**config.mk**
```make
export PLATFORM = sky130hd
export DESIGN_NAME = maxpool_2x2_flat
export DESIGN_NICKNAME = d
export VERILOG_FILES = /design/src/rtl/maxpool_2x2_if.sv /design/src/rtl/maxpool_2x2.sv /design/src/flat_wrapper.sv
export SDC_FILE = /design/constraint.sdc
export NUM_CORES = 1
export LEC_CHECK = 0
export ABC_AREA = 1
export CAP_MARGIN = 10
export CORE_MARGIN = 10
export CORE_UTILIZATION = 34
export CTS_BUF_LIST = sky130_fd_sc_hd__clkbuf_4
export CTS_CLUSTER_DIAMETER = 40
export DETAILED_ROUTE_END_ITERATION = 16
export DONT_BUFFER_PORTS = 1
export MAX_ROUTING_LAYER = met4
export SLEW_MARGIN = 10
export SYNTH_ARGS = -nofsm -noshare
export SYNTH_HDL_FRONTEND = slang
export SYNTH_SLANG_ARGS = --single-unit
export TNS_END_PERCENT = 100
```
**constraint.sdc**
```tcl
create_clock -name clk -period 3.4 [get_ports clk]
set_input_delay 0.68 -clock clk [delete_from_list [all_inputs] [get_ports clk]]
set_output_delay 0.68 -clock clk [all_outputs]
set_load 0.02 [all_outputs]
```
**src/rtl/maxpool_2x2_if.sv**
```systemverilog
// Activation-in / pooled-result-out bundle for the 2x2 max-pooling stage.
// The DUT side is slave; the producer/observer side is master.
interface maxpool_2x2_if #(
    parameter int DATA_W = 8,
    parameter int ADDR_W = 10
);
    logic                     act_valid_i;
    logic                     act_last_i;
    logic signed [DATA_W-1:0] act_result_i;
    logic        [ADDR_W-1:0] act_result_address_i;
    logic signed [DATA_W-1:0] pool_result_o;
    logic        [ADDR_W-1:0] pool_result_address_o;
    logic                     pool_last_o;
    logic                     pool_valid_o;

    modport master (
        output act_valid_i, act_last_i, act_result_i, act_result_address_i,
        input  pool_result_o, pool_result_address_o, pool_last_o, pool_valid_o
    );

    modport slave (
        input  act_valid_i, act_last_i, act_result_i, act_result_address_i,
        output pool_result_o, pool_result_address_o, pool_last_o, pool_valid_o
    );
endinterface

```
**src/rtl/maxpool_2x2.sv**
```systemverilog
// Streaming 2x2 / stride-2 max pooling over a row-major IMG_W x IMG_H map.
// One line buffer of column-pair maxima; one pooled result per completed window.
module maxpool_2x2 #(
    parameter int DATA_W = 8,
    parameter int ADDR_W = 10,
    parameter int IMG_W  = 4,
    parameter int IMG_H  = 4
) (
    input  logic          clk,
    input  logic          rst,
    maxpool_2x2_if.slave  bus
);
    localparam int CW = (IMG_W > 2) ? $clog2(IMG_W) : 1;
    localparam int RW = (IMG_H > 2) ? $clog2(IMG_H) : 1;
    localparam int HW = (IMG_W > 2) ? $clog2(IMG_W / 2) : 1;

    function automatic logic signed [DATA_W-1:0] f_max(
        input logic signed [DATA_W-1:0] a,
        input logic signed [DATA_W-1:0] b
    );
        return (a > b) ? a : b;
    endfunction

    logic        [CW-1:0]     r_col;
    logic        [RW-1:0]     r_row;
    logic        [ADDR_W-1:0] r_idx;
    logic signed [DATA_W-1:0] r_pair;
    logic signed [DATA_W-1:0] r_line_buf [IMG_W/2];

    logic signed [DATA_W-1:0] r_pool_result_p1;
    logic        [ADDR_W-1:0] r_pool_addr_p1;
    logic                     r_pool_last_p1;
    logic                     r_pool_valid_p1;

    logic        [HW-1:0]     w_bidx;
    logic signed [DATA_W-1:0] w_pair_max;
    logic signed [DATA_W-1:0] w_win_max;
    logic                     w_col_end;
    logic                     w_row_end;
    logic                     w_last_px;
    logic                     w_emit;
    logic                     w_early;
    logic                     w_unused;

    assign w_bidx     = HW'(r_col >> 1);
    assign w_pair_max = f_max(r_pair, bus.act_result_i);
    assign w_win_max  = f_max(r_line_buf[w_bidx], w_pair_max);
    assign w_col_end  = (r_col == CW'(IMG_W - 1));
    assign w_row_end  = (r_row == RW'(IMG_H - 1));
    assign w_last_px  = w_col_end && w_row_end;
    assign w_emit     = bus.act_valid_i && r_col[0] && r_row[0];
    // An early last still lets the current beat complete its window before the map restarts.
    assign w_early    = bus.act_valid_i && bus.act_last_i && !w_last_px;
    assign w_unused   = ^bus.act_result_address_i;

    // Stage p1: pooled result registered one clock after the completing beat.
    always_ff @(posedge clk) begin
        if (rst) begin
            r_col            <= '0;
            r_row            <= '0;
            r_idx            <= '0;
            r_pair           <= '0;
            for (int i = 0; i < IMG_W / 2; i++) r_line_buf[i] <= '0;
            r_pool_result_p1 <= '0;
            r_pool_addr_p1   <= '0;
            r_pool_last_p1   <= 1'b0;
            r_pool_valid_p1  <= 1'b0;
        end else begin
            r_pool_valid_p1 <= 1'b0;
            r_pool_last_p1  <= 1'b0;
            if (bus.act_valid_i) begin
                if (!r_col[0]) begin
                    r_pair <= bus.act_result_i;
                end else if (!r_row[0]) begin
                    r_line_buf[w_bidx] <= w_pair_max;
                end

                if (w_emit) begin
                    r_pool_result_p1 <= w_win_max;
                    r_pool_addr_p1   <= r_idx;
                    r_pool_valid_p1  <= 1'b1;
                    r_pool_last_p1   <= w_last_px;
                end

                if (w_early) begin
                    r_col  <= '0;
                    r_row  <= '0;
                    r_idx  <= '0;
                    r_pair <= '0;
                    for (int i = 0; i < IMG_W / 2; i++) r_line_buf[i] <= '0;
                end else begin
                    r_col <= w_col_end ? '0 : r_col + CW'(1);
                    if (w_col_end) r_row <= w_row_end ? '0 : r_row + RW'(1);
                    if (w_emit)    r_idx <= w_last_px ? '0 : r_idx + ADDR_W'(1);
                end
            end
        end
    end

    assign bus.pool_result_o         = r_pool_result_p1;
    assign bus.pool_result_address_o = r_pool_addr_p1;
    assign bus.pool_last_o           = r_pool_last_p1;
    assign bus.pool_valid_o          = r_pool_valid_p1;
endmodule

```
**src/flat_wrapper.sv**
```systemverilog
// flat-port wrapper written by rule: the top's interface ports become plain ports
module maxpool_2x2_flat 
#(
    parameter int DATA_W = 8,
    parameter int ADDR_W = 10,
    parameter int IMG_W  = 4,
    parameter int IMG_H  = 4
)
  (clk, rst, bus_act_valid_i, bus_act_last_i, bus_act_result_i, bus_act_result_address_i, bus_pool_result_o, bus_pool_result_address_o, bus_pool_last_o, bus_pool_valid_o);
  maxpool_2x2_if #(.DATA_W(DATA_W), .ADDR_W(ADDR_W)) bus_i ();
  input  logic clk;
  input  logic rst;
  input wire logic [$bits(bus_i.act_valid_i)-1:0] bus_act_valid_i;
  input wire logic [$bits(bus_i.act_last_i)-1:0] bus_act_last_i;
  input wire logic [$bits(bus_i.act_result_i)-1:0] bus_act_result_i;
  input wire logic [$bits(bus_i.act_result_address_i)-1:0] bus_act_result_address_i;
  output wire logic [$bits(bus_i.pool_result_o)-1:0] bus_pool_result_o;
  output wire logic [$bits(bus_i.pool_result_address_o)-1:0] bus_pool_result_address_o;
  output wire logic [$bits(bus_i.pool_last_o)-1:0] bus_pool_last_o;
  output wire logic [$bits(bus_i.pool_valid_o)-1:0] bus_pool_valid_o;
  assign bus_i.act_valid_i = bus_act_valid_i;
  assign bus_i.act_last_i = bus_act_last_i;
  assign bus_i.act_result_i = bus_act_result_i;
  assign bus_i.act_result_address_i = bus_act_result_address_i;
  assign bus_pool_result_o = bus_i.pool_result_o;
  assign bus_pool_result_address_o = bus_i.pool_result_address_o;
  assign bus_pool_last_o = bus_i.pool_last_o;
  assign bus_pool_valid_o = bus_i.pool_valid_o;
  maxpool_2x2 #(.DATA_W(DATA_W), .ADDR_W(ADDR_W), .IMG_W(IMG_W), .IMG_H(IMG_H)) u_core (.clk(clk), .rst(rst), .bus(bus_i));
endmodule
```
==> results of run 1 <==
==> registers in the layout, summed over array words and instances, names as in the netlist, named ones only <==
signal / cells
u_core.r_line_buf: 16
u_core.bus.pool_last_o: 1
u_core.r_row: 2
u_core.bus.pool_result_o: 8
u_core.bus.pool_valid_o: 1
u_core.r_col: 2
u_core.r_pair: 8
u_core.bus.pool_result_address_o: 10
u_core.r_idx: 10
==> final timing paths <==
check                                                   start                                               end  slack [ns]  cells past startpoint
worst max register to register  u_core.r_pair[5]$_SDFFE_PP0P_          u_core.bus.pool_result_o[1]$_SDFFE_PP0P_        0.43                     21
worst min register to register   u_core.r_idx[8]$_SDFFE_PP0P_  u_core.bus.pool_result_address_o[8]$_SDFFE_PP0P_        0.47                      2
worst max-delay path            u_core.r_pair[5]$_SDFFE_PP0P_          u_core.bus.pool_result_o[1]$_SDFFE_PP0P_        0.43                     21
worst min-delay path                                      rst  u_core.bus.pool_result_address_o[2]$_SDFFE_PP0P_        0.31                      1
==> critical path, delay by kind of cell, from the launching register on <==
family	cells	cell delay (ns)
compound gates	2	0.20
buf+inv	1	0.04
simple gates	16	1.66
flops	1	0.39
fa+ha+maj	2	0.57
==> Yosys cell counts, types with 2 or more instances <==
master and number:
nand2_1 111, inv_1 48, dfxtp_1 43, a21oi_1 39, nor2_1 31, nand3_1 21
ha_1 19, edfxtp_1 16, nand4_1 9, o21ai_0 9, clkbuf_1 8, and2_1 7
inv_2 7, nor3_1 5, or2_2 4, a211oi_1 3, nor2_2 3, o21ai_1 3
nand3_2 2, nor3_2 2, or2_0 2
==> metal layers <==
| metal | track usage, % | part of all wire, % |
|---|---|---|
| met2 | 18.0 | 46 |
| met5 | - | 0 |
| met1 | 14.2 | 46 |
| met3 | 3.59 | 4.5 |
| met4 | 5.45 | 2.6 |
==> metrics by stage <==
stage	hold slack [ns]	util, %
2_1_floorplan	0.444	-
3_3_place_gp	0.454	36.9
3_5_place_dp	0.458	36.9
4_1_cts	0.279	38.4
5_1_grt	0.275	38.5
6_report	0.312	38.5
==> cells by family (layout without fill, tap and decap cells) <==
family,count (synthesis),in the layout,synth area share (%)
adders and majority gates,19,19,7.75
DFF,59,59,43.7
AOI/OAI and AO/OA,57,57,10.4
other,0,1,0
muxes,1,1,0.326
and+or+nand+nor,203,203,29.8
buffers and inverters,65,81,8.07
==> power groups by stage <==
stage	clock network, mW	registers (mW)	logic (mW)
5_1_grt	0.552	0.756	0.282
3_3_place_gp	0	0.769	0.238
4_1_cts	0.515	0.754	0.244
3_5_place_dp	0	0.770	0.243
6_report	0.504	0.753	0.244
2_1_floorplan	0	0.765	0.182
==> area by class of cell <==
| cell class | instances | area (um2) | area share (%) |
|---|---|---|---|
| multi-input cells | 280 | 1480 | 43.9 |
| flip-flops and latches | 59 | 1340 | 39.8 |
| inverters | 56 | 210 | 6.24 |
| well taps | 108 | 135 | 4.01 |
| clock buffers | 9 | 67.6 | 2.00 |
| repair buffers | 9 | 67.6 | 2.00 |
| clock inverters | 7 | 66.3 | 1.97 |
| diodes | 1 | 2.50 | 0.0742 |
==> flow_metrics.env, run 1 <==
export IMPL_finalSetupTns_ns=0
export IMPL_hold_class="in -> reg"
export IMPL_grt_usage_pct=11.9
export IMPL_cts_tree="done"
export IMPL_cts_sink_count=59
export IMPL_final_common_cell="nand2_1"
export IMPL_fin_ws_ns=0.434
export IMPL_relSlewSlack_pct=67.2
export IMPL_outcome="finished clean"
export IMPL_start_util_pct=35.0
export IMPL_fin_area_um2=3370
export IMPL_grt_pass1_wl_um=12100
export IMPL_place_ws_ns=0.0595
export IMPL_wire_per_inst_um=13.4
export IMPL_cp_slowest_stage_delay_ns=0.39
export IMPL_vias=2584
export IMPL_p_leak_nw=1.43
export IMPL_switching_power_mw=0.451
export IMPL_required_ns=3.72
export IMPL_cp_common_cell="nand2_1"
export IMPL_layout_nets=456
export IMPL_yosysTopAreaCell="dfxtp_1"
export IMPL_dp_cells=512
export IMPL_crit_type="reg -> reg"
export IMPL_yosysSeqAreaShare_pct=43.7
export IMPL_cts_resized=0
export IMPL_fp_dieH_um=115
export IMPL_final_cell_mix="111 x nand2_1, 48 x inv_1, 43 x dfxtp_1, 39 x a21oi_1, 31 x nor2_1"
export IMPL_dpl_hpwl_um=5430
export IMPL_overflow=0
export IMPL_p_int_mw=1.05
export IMPL_drt_wl_total_um=7070
export IMPL_routabilityCongestion=0.860
export IMPL_placed_cell_area_um2=3230
export IMPL_fmax_mhz=337
export IMPL_endpoint_kind="flip-flop"
export IMPL_p_seq_share_pct=50.2
export IMPL_first_global_vias=2469
export IMPL_fp_dieW_um=115
export IMPL_clkPwrFrac_pct=33.6
export IMPL_synth_top_area_share_pct=28.0
export IMPL_die_area_um2=13200
export IMPL_crit_path_cell_trace="ha_1, a21oi_1, nor2_1, nor2_1, nand3_2, nand3_2, nand2_1, and2_1, ha_1, nand2_1, inv_1, nand2_1, nand2_1, nand2_1, nand2_1, nand2_1, nand2_1, nand2_1, nand3_1, nand2_1, a21oi_1"
export IMPL_first_pass_iters=4
export IMPL_cp_max_fo=8
export IMPL_cts_path_max_buffers=2
export IMPL_synth_edf_count=16
export IMPL_cts_max_level=3
export IMPL_rows=34
export IMPL_via_per_inst=4.88
export IMPL_maxSlewViolCount=0
export IMPL_core_region_area_um2=8760
export IMPL_postCtsSetupBuffers=0
export IMPL_skew_ns=0.0211
export IMPL_power_frac_comb_pct=16.3
export IMPL_worstSkewPairLatency_ns=0.43
export IMPL_min_period_ns=2.97
export IMPL_synth_area_leaders="dfxtp_1 28%, edfxtp_1 16%, nand2_1 14%"
export IMPL_max_cap_violations=0
export IMPL_yosysWarnings=0
export IMPL_syn_to_final_growth_pct=9.82
export IMPL_period_share_pct=87.2
export IMPL_ys_flop_type="dfxtp_1"
export IMPL_numCtsBuffers=9
export IMPL_fin_cells=529
export IMPL_drtIter0Drc=173
export IMPL_synth_nets=445
export IMPL_swShare_pct=30.0
export IMPL_ys_types=33
export IMPL_yosys_register_bits=59
export IMPL_finalSetupViolations=0
export IMPL_arrival_ns=3.29
export IMPL_clkTransAtPathRegs_ns=0.12
export IMPL_grt_antenna_before_repair=1
export IMPL_io_buffers=0
export IMPL_finalHoldViolCount=0
export IMPL_rsz0062_at_grt="no"
export IMPL_startpoint_type="flip-flop"
export IMPL_crit_slowest_cell="dfxtp_1"
export IMPL_ir_worst_vdd_mv=0.150
export IMPL_drc=0
export IMPL_p_per_area_nw_per_um2=445
export IMPL_grt_start_max_net_pins=29
export IMPL_worst_pin_slew_ns=0.491
export IMPL_avgSynthCellArea_um2=7.60
export IMPL_layout_drive_gt1_share_pct=11.0
export IMPL_root_buffer="clkbuf_4"
export IMPL_ant_nets=0
export IMPL_ys_async_sr_fraction_pct=0
export IMPL_fillerInstances=911
export IMPL_finalPower_mw=1.50
export IMPL_ios=42
export IMPL_syn_cell_area_um2=3070
export IMPL_postSynthCellCount=404
export IMPL_hold_buffers=0
(Power assumes the default switching activity.)
==> run 2, diff against run 1 <==
- CORE_ASPECT_RATIO: default -> 1.1
==> run 2 against run 1 <==
Against the previous run:
- flip-flop and latch count stayed put
- sequential power is essentially flat
- global-route usage decreased by 0.59 points
- sequential share of layout area decreased by 0.28 points
- via count down 1.6%
- clock power is 13% higher
- largest power group unchanged
==> flow_metrics.env, run 2 (synthesis gave the netlist of run 1 again) <==
export IMPL_start_util_pct=34.8
export IMPL_finalSetupViolations=0
export IMPL_cts_resized=0
export IMPL_cts_tree="done"
export IMPL_wire_per_inst_um=13.5
export IMPL_grt_usage_pct=11.3
export IMPL_root_buffer="clkbuf_4"
export IMPL_period_share_pct=90.7
export IMPL_via_per_inst=4.77
export IMPL_cts_max_level=3
export IMPL_fp_dieH_um=120
export IMPL_ir_worst_vdd_mv=0.159
export IMPL_vias=2543
export IMPL_first_global_vias=2471
export IMPL_drt_wl_total_um=7180
export IMPL_routabilityCongestion=0.847
export IMPL_grt_start_max_net_pins=29
export IMPL_min_delay_start="rst"
export IMPL_worstSkewPairLatency_ns=0.40
export IMPL_syn_to_final_growth_pct=10.6
export IMPL_core_region_area_um2=8830
export IMPL_fin_util_pct=38.4
export IMPL_fmax_mhz=324
export IMPL_finalSetupTns_ns=0
export IMPL_crit_type="reg -> reg"
export IMPL_finalPower_mw=1.57
export IMPL_swShare_pct=27.2
export IMPL_ant_nets=0
export IMPL_overflow=0
export IMPL_grt_pass1_wl_um=12000
export IMPL_worst_pin_slew_ns=0.560
export IMPL_largest_reg_flops=16
export IMPL_cts_sink_count=59
export IMPL_clkPwrFrac_pct=36.4
export IMPL_die_area_um2=13200
export IMPL_startpoint="u_core.r_pair[5]$_SDFFE_PP0P_"
export IMPL_p_seq_share_pct=48.0
export IMPL_numCtsBuffers=9
export IMPL_regMostFlops="u_core.r_line_buf"
export IMPL_required_ns=3.70
export IMPL_fp_dieW_um=111
export IMPL_final_cell_mix="111 x nand2_1, 48 x inv_1, 43 x dfxtp_1, 39 x a21oi_1, 31 x nor2_1"
export IMPL_p_leak_nw=1.44
export IMPL_fin_ws_ns=0.315
export IMPL_switching_power_mw=0.426
export IMPL_layout_nets=455
export IMPL_fin_area_um2=3390
export IMPL_cp_max_fo=9
export IMPL_relSlewSlack_pct=62.6
export IMPL_hold_class="in -> reg"
export IMPL_ios=42
export IMPL_place_ws_ns=-0.0596
export IMPL_placed_cell_area_um2=3230
export IMPL_cts_path_max_buffers=2
export IMPL_first_pass_iters=4
export IMPL_drc=0
export IMPL_rows=36
export IMPL_p_per_area_nw_per_um2=462
export IMPL_startpoint_type="flip-flop"
export IMPL_power_frac_comb_pct=15.6
export IMPL_dpl_hpwl_um=5510
export IMPL_p_int_mw=1.14
export IMPL_max_cap_violations=0
export IMPL_arrival_ns=3.38
export IMPL_skew_ns=0.0159
export IMPL_maxSlewViolCount=0
export IMPL_final_common_cell="nand2_1"
export IMPL_postCtsSetupBuffers=0
export IMPL_grt_antenna_before_repair=0
export IMPL_antenna_cells=0
export IMPL_outcome="finished clean"
export IMPL_layout_drive_gt1_share_pct=11.2
export IMPL_r2r_start="u_core.r_pair[5]$_SDFFE_PP0P_"
export IMPL_rsz0062_at_grt="no"
export IMPL_hold_buffers=0
export IMPL_drtIter0Drc=73
export IMPL_endpoint_kind="flip-flop"
export IMPL_min_period_ns=3.09
export IMPL_clkTransAtPathRegs_ns=0.10
export IMPL_finalHoldViolCount=0
export IMPL_io_buffers=0
run 2: power by group through the flow:
stage	combinational (mW)	clock (mW)	sequential, mW
3_5_place_dp	0.243	0	0.770
3_3_place_gp	0.238	0	0.769
2_1_floorplan	0.182	0	0.765
4_1_cts	0.244	0.592	0.753
5_1_grt	0.279	0.621	0.756
6_report	0.244	0.570	0.753
run 2: worst max-delay path: stages (launching register included):
cell,delay (ns)
dfxtp_1,0.34
ha_1,0.30
a21oi_1,0.16
nor2_1,0.05
nor2_1,0.14
nand2_1,0.09
nand2_2,0.16
nand3_2,0.19
nand2_1,0.12
and2_1,0.19
ha_1,0.24
nand2_1,0.08
inv_1,0.04
nand2_1,0.05
nand2_1,0.05
nand2_1,0.05
nand2_1,0.04
nand2_1,0.05
nand2_1,0.06
nand2_1,0.24
nand3_1,0.17
nand2_1,0.10
a21oi_1,0.06
run 2: cell type report:
cell class	instances	area (um2)
Clock buffer	11	82.6
Clock inverter	5	77.6
Fill cell	936	5430
Inverter	56	210
Multi-Input combinational cell	280	1480
Sequential cell	59	1340
Tap cell	114	143
Timing Repair Buffer	8	60.1
run 2: path summary, 6_finish.rpt:
path / end / slack [ns] / cells past startpoint
max reg2reg: u_core.bus.pool_result_o[6]$_SDFFE_PP0P_ / 0.31 / 22
max: u_core.bus.pool_result_o[6]$_SDFFE_PP0P_ / 0.31 / 22
min: u_core.r_idx[3]$_SDFFE_PP0P_ / 0.34 / 1
min reg2reg: u_core.r_row[1]$_SDFFE_PP0P_ / 0.47 / 2
run 2: per-stage QoR:
step,instances,hold slack [ns]
2_1_floorplan,404,0.444
3_3_place_gp,517,0.452
3_5_place_dp,517,0.464
4_1_cts,533,0.297
5_1_grt,533,0.294
6_report,533,0.340
run 2: routing by layer:
metal  vias to the layer above  track usage (%)  share of wire, %
met5                         -                -                 0
met4                         0             4.23               2.0
met3                         9             3.44               4.9
met2                        34             18.8                49
met1                      1161             12.5                44
li1                       1339                -                 -
==> run 3, diff against run 2 <==
- CORE_UTILIZATION: 34 -> 40
==> run 3 against run 2 <==
Against the previous run:
- combinational power about the same
- global-route usage is 1.3 points higher
- core utilization grew 7.3 points
==> flow_metrics.env, run 3 (synthesis gave the netlist of run 1 again) <==
export IMPL_worst_pin_slew_ns=0.516
export IMPL_layout_nets=457
export IMPL_grt_antenna_before_repair=0
export IMPL_core_region_area_um2=7470
export IMPL_crit_type="reg -> reg"
export IMPL_maxSlewViolCount=0
export IMPL_fin_area_um2=3420
export IMPL_fin_cells=526
export IMPL_period_share_pct=87.7
export IMPL_rsz0062_at_grt="no"
export IMPL_outcome="finished clean"
export IMPL_worst_hold_slack_ns=0.310
export IMPL_regMostFlops="u_core.r_line_buf"
export IMPL_skew_ns=0.0135
export IMPL_hold_class="in -> reg"
export IMPL_cts_sink_count=59
export IMPL_antenna_cells=0
export IMPL_fp_dieW_um=104
export IMPL_crit_path_cell_trace="ha_1, a21oi_1, nor2_1, nor2_1, nand2_1, nand2_2, nand3_2, nand2_1, and2_1, ha_1, nand2_1, inv_1, nand2_1, nand2_1, nand2_1, nand2_1, nand2_1, nand2_1, nand2_1, nand3_1, nand2_1, a21oi_1"
export IMPL_fin_util_pct=45.8
export IMPL_fmax_mhz=335
export IMPL_ant_nets=0
export IMPL_first_pass_iters=4
export IMPL_finalSetupTns_ns=0
export IMPL_die_area_um2=11600
export IMPL_drtIter0Drc=105
export IMPL_ir_worst_vdd_mv=0.201
export IMPL_syn_to_final_growth_pct=11.5
export IMPL_cp_common_cell="nand2_1"
export IMPL_first_global_vias=2427
export IMPL_cts_tree="done"
export IMPL_grt_start_max_net_pins=29
export IMPL_fp_dieH_um=112
export IMPL_max_cap_violations=0
export IMPL_grt_usage_pct=12.6
export IMPL_routabilityCongestion=0.923
export IMPL_root_buffer="clkbuf_4"
export IMPL_place_ws_ns=0.0341
export IMPL_finalPower_mw=1.64
export IMPL_min_period_ns=2.98
export IMPL_via_per_inst=4.84
export IMPL_endpoint_kind="flip-flop"
export IMPL_clkTransAtPathRegs_ns=0.12
export IMPL_worstSkewPairLatency_ns=0.42
export IMPL_p_leak_nw=1.46
export IMPL_start_util_pct=41.1
export IMPL_drt_wl_total_um=6890
export IMPL_fin_ws_ns=0.418
export IMPL_vias=2546
export IMPL_cts_path_max_buffers=2
export IMPL_postCtsSetupBuffers=0
export IMPL_cts_resized=0
export IMPL_crit_slowest_cell="dfxtp_1"
export IMPL_p_per_area_nw_per_um2=479
export IMPL_grt_pass1_wl_um=11700
export IMPL_final_common_cell="nand2_1"
export IMPL_ios=42
export IMPL_hold_depth=1
export IMPL_startpoint_type="flip-flop"
export IMPL_overflow=0
export IMPL_rows=33
export IMPL_io_buffers=0
export IMPL_dp_cells=510
export IMPL_placed_cell_area_um2=3240
export IMPL_final_cell_mix="111 x nand2_1, 48 x inv_1, 43 x dfxtp_1, 39 x a21oi_1, 31 x nor2_1"
export IMPL_numCtsBuffers=9
export IMPL_layout_drive_gt1_share_pct=11.4
export IMPL_fillerInstances=791
export IMPL_cts_max_level=3
export IMPL_relSlewSlack_pct=65.6
export IMPL_wire_per_inst_um=13.1
export IMPL_r2r_slack_ns=0.42
export IMPL_hold_buffers=0
export IMPL_finalHoldViolCount=0
export IMPL_dpl_hpwl_um=5360
export IMPL_required_ns=3.70
export IMPL_cp_slowest_stage_delay_ns=0.39
export IMPL_drc=0
export IMPL_cp_max_fo=8
export IMPL_finalSetupViolations=0
export IMPL_largest_reg_flops=16
export IMPL_arrival_ns=3.28
export IMPL_reg2reg_depth=22
-- run 3: changes by cell type in the layout (fill, tap and decap cells not counted), sizes merged --
cell    change
buf         +2
clkbuf      -2
bufinv      +1
inv         +1
-- run 3: power breakdown --
part	switching (mW)	internal (mW)
combinational	0.149	0.0915
clock	0.273	0.371
sequential	0.0140	0.740
total	0.437	1.20
-- run 3: worst max-delay path, delay by kind of cell (launching register included) --
| kind | cells | cell delay, ns |
|---|---|---|
| buffers and inverters | 1 | 0.04 |
| AOI/OAI and AO/OA | 2 | 0.25 |
| and+or+nand+nor | 17 | 1.68 |
| adders and majority gates | 2 | 0.51 |
| DFF | 1 | 0.39 |
-- run 3: cell type report --
class | count | area [um2] | area share (%)
multi-input combinational | 280 | 1480 | 43.3
sequential | 59 | 1340 | 39.2
inverter | 56 | 210 | 6.14
tap | 105 | 131 | 3.84
clock inverter | 7 | 115 | 3.37
timing repair buffer | 10 | 75.1 | 2.19
clock buffer | 9 | 67.6 | 1.98
-- run 3: path summary, 6_finish.rpt --
| check | start | endpoint |
|---|---|---|
| setup / recovery | u_core.r_pair[5]$_SDFFE_PP0P_ | u_core.bus.pool_result_o[3]$_SDFFE_PP0P_ |
| hold / removal | rst | u_core.r_idx[3]$_SDFFE_PP0P_ |
| setup reg to reg | u_core.r_pair[5]$_SDFFE_PP0P_ | u_core.bus.pool_result_o[3]$_SDFFE_PP0P_ |
| hold reg to reg | u_core.r_row[1]$_SDFFE_PP0P_ | u_core.r_row[1]$_SDFFE_PP0P_ |
-- run 3: per-layer routing --
metal	global-route usage, %	vias up	share of wire, %
met2	20.3	36	48
met5	-	-	0
met4	6.21	0	2.7
li1	-	1350	-
met3	3.58	16	4.0
met1	13.9	1144	45
